===== config.mk =====
export PLATFORM = sky130hd
export DESIGN_NAME = sentinel_wb_arbiter
export DESIGN_NICKNAME = d
export VERILOG_FILES = /design/src/rtl/sentinel_wb_arbiter.sv
export SDC_FILE = /design/constraint.sdc
export NUM_CORES = 1
export LEC_CHECK = 0
export BUFFER_PORTS_ARGS = -buffer_cell sky130_fd_sc_hd__buf_4
export CAP_MARGIN = 25
export CORE_AREA = 10 10 113 115
export DETAILED_ROUTE_END_ITERATION = 7
export DIE_AREA = 0 0 123 125
export HOLD_SLACK_MARGIN = 0.05
export PLACE_DENSITY = 0.54
export SLEW_MARGIN = 20
export SYNTH_ARGS = -nofsm -noshare
export SYNTH_HDL_FRONTEND = slang
export SYNTH_SLANG_ARGS = --single-unit
export TNS_END_PERCENT = 100

===== constraint.sdc =====
create_clock -name clk -period 1.4 [get_ports clk]
set_input_delay 0.28 -clock clk [delete_from_list [all_inputs] [get_ports clk]]
set_output_delay 0.28 -clock clk [all_outputs]
set_load 0.01 [all_outputs]

===== src/rtl/sentinel_wb_arbiter.sv =====
// sentinel_wb_arbiter: two-master round-robin Wishbone classic arbiter; optional watchdog via SENTINEL_WB_ARB_WATCHDOG_EN
module sentinel_wb_arbiter #(
    parameter int TIMEOUT = 7
) (
    input  logic        clk,
    input  logic        rst,
    input  logic        m0__cyc,
    input  logic        m0__stb,
    input  logic        m0__we,
    input  logic [29:0] m0__adr,
    input  logic [3:0]  m0__sel,
    input  logic [31:0] m0__dat_w,
    output logic        m0__ack,
    output logic [31:0] m0__dat_r,
    input  logic        m1__cyc,
    input  logic        m1__stb,
    input  logic        m1__we,
    input  logic [29:0] m1__adr,
    input  logic [3:0]  m1__sel,
    input  logic [31:0] m1__dat_w,
    output logic        m1__ack,
    output logic [31:0] m1__dat_r,
    output logic        s__cyc,
    output logic        s__stb,
    output logic        s__we,
    output logic [29:0] s__adr,
    output logic [3:0]  s__sel,
    output logic [31:0] s__dat_w,
    input  logic        s__ack,
    input  logic [31:0] s__dat_r,
    output logic [1:0]  grant,
    output logic        timeout
);
    typedef enum logic [1:0] {IDLE, OWN0, OWN1} state_t;
    state_t state, state_n;
    logic last, last_n;
    logic own0, own1, mstb, fire;
    if (TIMEOUT < 2 || TIMEOUT > 255) begin : g_bad_timeout
        $error("TIMEOUT out of range 2..255");
    end
    assign own0 = state == OWN0;
    assign own1 = state == OWN1;
    assign mstb = own0 ? m0__stb : own1 ? m1__stb : 1'b0;
`ifdef SENTINEL_WB_ARB_WATCHDOG_EN
    logic [7:0] cnt;
    logic mcyc;
    assign mcyc = own0 ? m0__cyc : own1 ? m1__cyc : 1'b0;
    assign fire = mstb && !s__ack && cnt == 8'(TIMEOUT);
    assign timeout = fire;
    // count stalled strobe cycles of the current owner; any ack, idle strobe, release or firing clears it
    always_ff @(posedge clk or posedge rst) begin
        if (rst) cnt <= '0;
        else cnt <= (mcyc && mstb && !s__ack && !fire) ? cnt + 8'd1 : '0;
    end
`else
    assign fire = 1'b0;
    assign timeout = 1'b0;
`endif
    // ownership and round-robin history registers
    always_ff @(posedge clk or posedge rst) begin
        if (rst) begin
            state <= IDLE;
            last <= 1'b1;
        end else begin
            state <= state_n;
            last <= last_n;
        end
    end
    // arbitration: a tie goes to the master that did not own the bus last; release always passes through IDLE
    always_comb begin
        state_n = state;
        last_n = last;
        case (state)
            IDLE: state_n = (m0__cyc && m1__cyc) ? (last ? OWN0 : OWN1) :
                            m0__cyc ? OWN0 : m1__cyc ? OWN1 : IDLE;
            OWN0: if (!m0__cyc) begin
                state_n = IDLE;
                last_n = 1'b0;
            end
            OWN1: if (!m1__cyc) begin
                state_n = IDLE;
                last_n = 1'b1;
            end
            default: state_n = IDLE;
        endcase
    end
    // combinational request mux to the slave and response steering back to the owner
    always_comb begin
        grant = {own1, own0};
        s__cyc = own0 ? m0__cyc : own1 ? m1__cyc : 1'b0;
        s__stb = mstb && !fire;
        s__we = own0 ? m0__we : own1 ? m1__we : 1'b0;
        s__adr = own0 ? m0__adr : own1 ? m1__adr : '0;
        s__sel = own0 ? m0__sel : own1 ? m1__sel : '0;
        s__dat_w = own0 ? m0__dat_w : own1 ? m1__dat_w : '0;
        m0__ack = own0 && (s__ack || fire);
        m1__ack = own1 && (s__ack || fire);
        m0__dat_r = rst ? '0 : (own0 && fire) ? '1 : s__dat_r;
        m1__dat_r = rst ? '0 : (own1 && fire) ? '1 : s__dat_r;
    end
endmodule


# Word-level counts from Yosys, hierarchy flattened
# Index checks and enable logic that the tools add are counted.
[classes]
muxes = 23
reduce_logical = 7
n_eq_ne = 4
[op_table]
columns = ["op", "n"]
rows = [
  ["32-bit 2-to-1 mux", 3],
  ["30-bit 2-to-1 mux", 2],
  ["2-bit 2-to-1 mux", 6],
  ["1-bit 2-to-1 mux", 8],
  ["4-bit 2-to-1 mux", 2],
  ["2-bit one-hot mux with 3 select lines", 1],
  ["2-bit inequality test (second input constant)", 2],
  ["1-bit logical AND", 3],
  ["3-bit AND reduction", 1],
  ["2-bit by 1-bit equality test with 1-bit output (second input constant)", 1],
  ["2-bit equality test (second input constant)", 1],
  ["2-bit logical NOT", 1],
  ["1-bit one-hot mux with 2 select lines", 1],
  ["2-bit AND reduction", 1],
  ["2-bit nonzero test", 1],
]
[word_totals]
out_inout_bits = 138
elab_cells = 36
in_bits = 173
reg_bits = 3

# Logic depth before layout (Yosys ltp)
[logic_depth]
depth_word = 4
mapped_depth = 4

# Worst setup path before layout
# Ideal clock, no wire load.
[synth_path]
path_type = "reg-to-output"
startpoint = "register state[0]"
endpoint = "output port s__adr[0]"
arrival_ns = 1.036
setup_slack_ns = 0.084
t_required_ns = 1.120
stages_incl_launch_ff = 5
cell_sequence = "dfrtp_1 nor2b_4 buf_12 buf_12 a22o_1"
[synth_via]
elab_chain_cells = 3
[synth_lines]
columns = ["element", "line", "text"]
rows = [
  ["from (decl)", "35", "state_t state, state_n;"],
  ["from (signal assigned)", "65", "state <= state_n;"],
  ["2-bit equality test", "42", "assign own1 = state == OWN1;"],
  ["30-bit 2-to-1 mux", "93", "s__adr = own0 ? m0__adr : own1 ? m1__adr : '0;"],
  ["30-bit 2-to-1 mux (*)", "93", ""],
  ["to (decl)", "26", "output logic [29:0] s__adr,"],
]
# Every way passes the cells marked *; elsewhere a longest branch is shown, timed or not.

# Worst setup path after layout
[layout_path]
startpoint = "register state[0]"
endpoint = "output port s__adr[13]"
# The elaborated chain is that of the path after synthesis.

==> reports/results.txt <==
status - finished with violations
failing checks - negative setup slack
synth unique cells - 20
Crit-path slowest cell - dfrtp_1
min-delay worst type - in2async
largest net degree at the start of global routing - 38
total number of vias - 2576
syn avg cell area - 8.382 um2
Post-DP Area - 0.003566 mm2
CP Max Fanout - 7
DRT antenna net count - 0
All-Layer GR Usage - 13.11%
final hold violation count - 0
Final Hold Slack - 0.09137 ns
# setup viols final - 73
Area Overhead vs Synth - 189.0%
post-route clock skew - 0.001018 ns
crit path capture type - primary output
Crit Path Class - reg2out
largest delay contributor family on the critical path - buffers and inverters
FF/Latch Area - 77.57 um2
Crit. path cell count - 6
Final Util - 39.52%
DRC Markers - 0
worst reg-to-reg path cell count - 4
1st-pass router iterations - 4
clk slew on worst S/H paths - 0.03 ns
Seq/Total Area, Yosys - 5.263%
worst vdd ir - 0.0003081 V
Initial Utilization - 13.68%
share of cells above drive strength 1 - 76.41%
clock root cell - clkbuf_8
multi-input logic area - 933.4 um2
total congestion overflow - 0
Syn Inst Count - 173
WP data required - 1.12 ns
CORE AREA - 0.01060 mm2
worst path arrival time - 1.44 ns
fin crit share - 123.0%
Ports - 311
DP HPWL - 9891 um
flops & latches, synth - 3
final cell count without fillers - 602
DR vias/cell - 4.279
Pins Over Slew Limit - 0
clock latency on the worst-skew pair - 0.21 ns
crit path time final - 1.722 ns
worst slack at placement - -0.09934 ns
Longest Clk Path Bufs - 2
WL final - 12720 um
CTS tree - done
Iter 0 DRT Violations - 60
Worst setup SP type - register
initial antenna violation count - 0
Max Cap Viol - 0
RSZ-0062 raised after global routing - true
CP Buf/Inv Count - 4
setup TNS - -20.70 ns
Rows - 38
Pwr Total - 2.777 mW
number of global-route vias before repair - 2683
PnR worst setup slack - -0.3217 ns
synthesis warning total - 0
CTS Sinks - 3
cell area power density - 662.7 mW/mm2
Fmax achieved - 580.8 MHz
fillers - 1069
WL/cell - 21.13 um
Num CTS Buffers - 3
Placed Cells - 577
Finished Cell Area - 0.004190 mm2
die width - 123 um
nets@finish - 636
cell mode on critical path - buf_6
ANT cells - 0
slowest cell delay on critical path - 0.39 ns
I/O Buffers - 309
syn nets - 346
die area - 0.01538 mm2
first-pass GRT wire length - 16010 um
htree depth - 1
Synth Cell Area - 0.001450 mm2
worst-path cell chain - buf_6 > nor2_4 > buf_8 > clkbuf_16 > a22o_1 > buf_6
RD Place Congestion - 0.8653
leakage power - 2.257 nW
die height - 125 um
[worst paths after layout]
path                       slack, ns     start    endpoint
min reg2reg                     0.53      last        last
max                            -0.32  state[0]  s__adr[13]
max in group asynchronous       1.10       rst        last
min in group clk                0.34   m1__cyc    state[1]
max reg2reg                     0.32  state[0]    state[0]
min                             0.09       rst    state[0]
[sequential cells by signal, summed over array words and instances (netlist names)]
signal  count
last        1
state       2
[layout by cell type, fill, tap and decap left out]
cell	count
o21a_1	1
dfrtp_1	1
clkbuf_8	3
buf_6	62
o21ai_1	1
a21oi_1	2
buf_8	2
nand2_1	1
a22o_4	3
nor2_4	1
and2_4	1
inv_2	1
dfrtp_2	1
o21ai_0	1
and2_1	1
nor2b_1	32
nor2b_4	2
a22o_1	65
conb_1	1
buf_4	263
buf_12	6
nand2b_4	1
clkbuf_1	1
inv_1	2
o21ai_2	1
clkbuf_16	5
dfstp_2	1
[Yosys cell counts]
library cell  instances  area share (%)
a22o_1               68              41
buf_4                42              22
nor2b_1              33              14
buf_12                6             8.3
clkbuf_1              3            0.78
a21oi_1               2            0.69
and2_1                2            0.86
buf_8                 2             2.1
dfrtp_1               2             3.5
inv_1                 2            0.52
o21ai_1               2            0.69
conb_1                1            0.26
dfstp_2               1             1.8
inv_2                 1            0.26
nand2_1               1            0.26
nand2b_1              1            0.43
nor2_4                1            0.78
nor2b_4               1            0.95
o21a_1                1            0.52
o21ai_0               1            0.34
[report_power, final]
group          switching (mW)  internal (mW)
logic                   0.950           1.45
registers              0.0178          0.110
clock network          0.0566          0.194
total                    1.02           1.75
[what timing repair did]
item | in CTS | in global routing
gates resized for setup | 18 | 58
hold buffers | 0 | 0
setup endpoints to repair | 73 | 73
pin swaps | 1 | 48
gates cloned | 2 | 9
setup buffers | 5 | 8
[kinds of logic after synthesis]
kind of cell           Yosys count  synth area share (%)
AO/OA/AOI/OAI                   74                 43.31
buffers and inverters           56                 33.65
AND/OR/NAND/NOR                 39                 17.51
flip-flops                       3                 5.264
other                            1                0.2586
[cell type report]
| class | count | share of cell area, % |
|---|---|---|
| sequential | 3 | 1.851 |
| tap | 140 | 4.180 |
| multi-input combinational | 114 | 22.28 |
| clock buffer | 4 | 1.075 |
| timing repair buffer | 338 | 70.35 |
| inverter | 3 | 0.2687 |
[per-layer routing]
metal  wire length (um)  share of wire (%)  GRT usage (%)
met1               4191                 33          11.71
met2               6565                 52          25.43
met3               1731                 14          7.201
met4                231                1.8          1.714
met5                  0                  0              0
(Power assumes the default switching activity.)
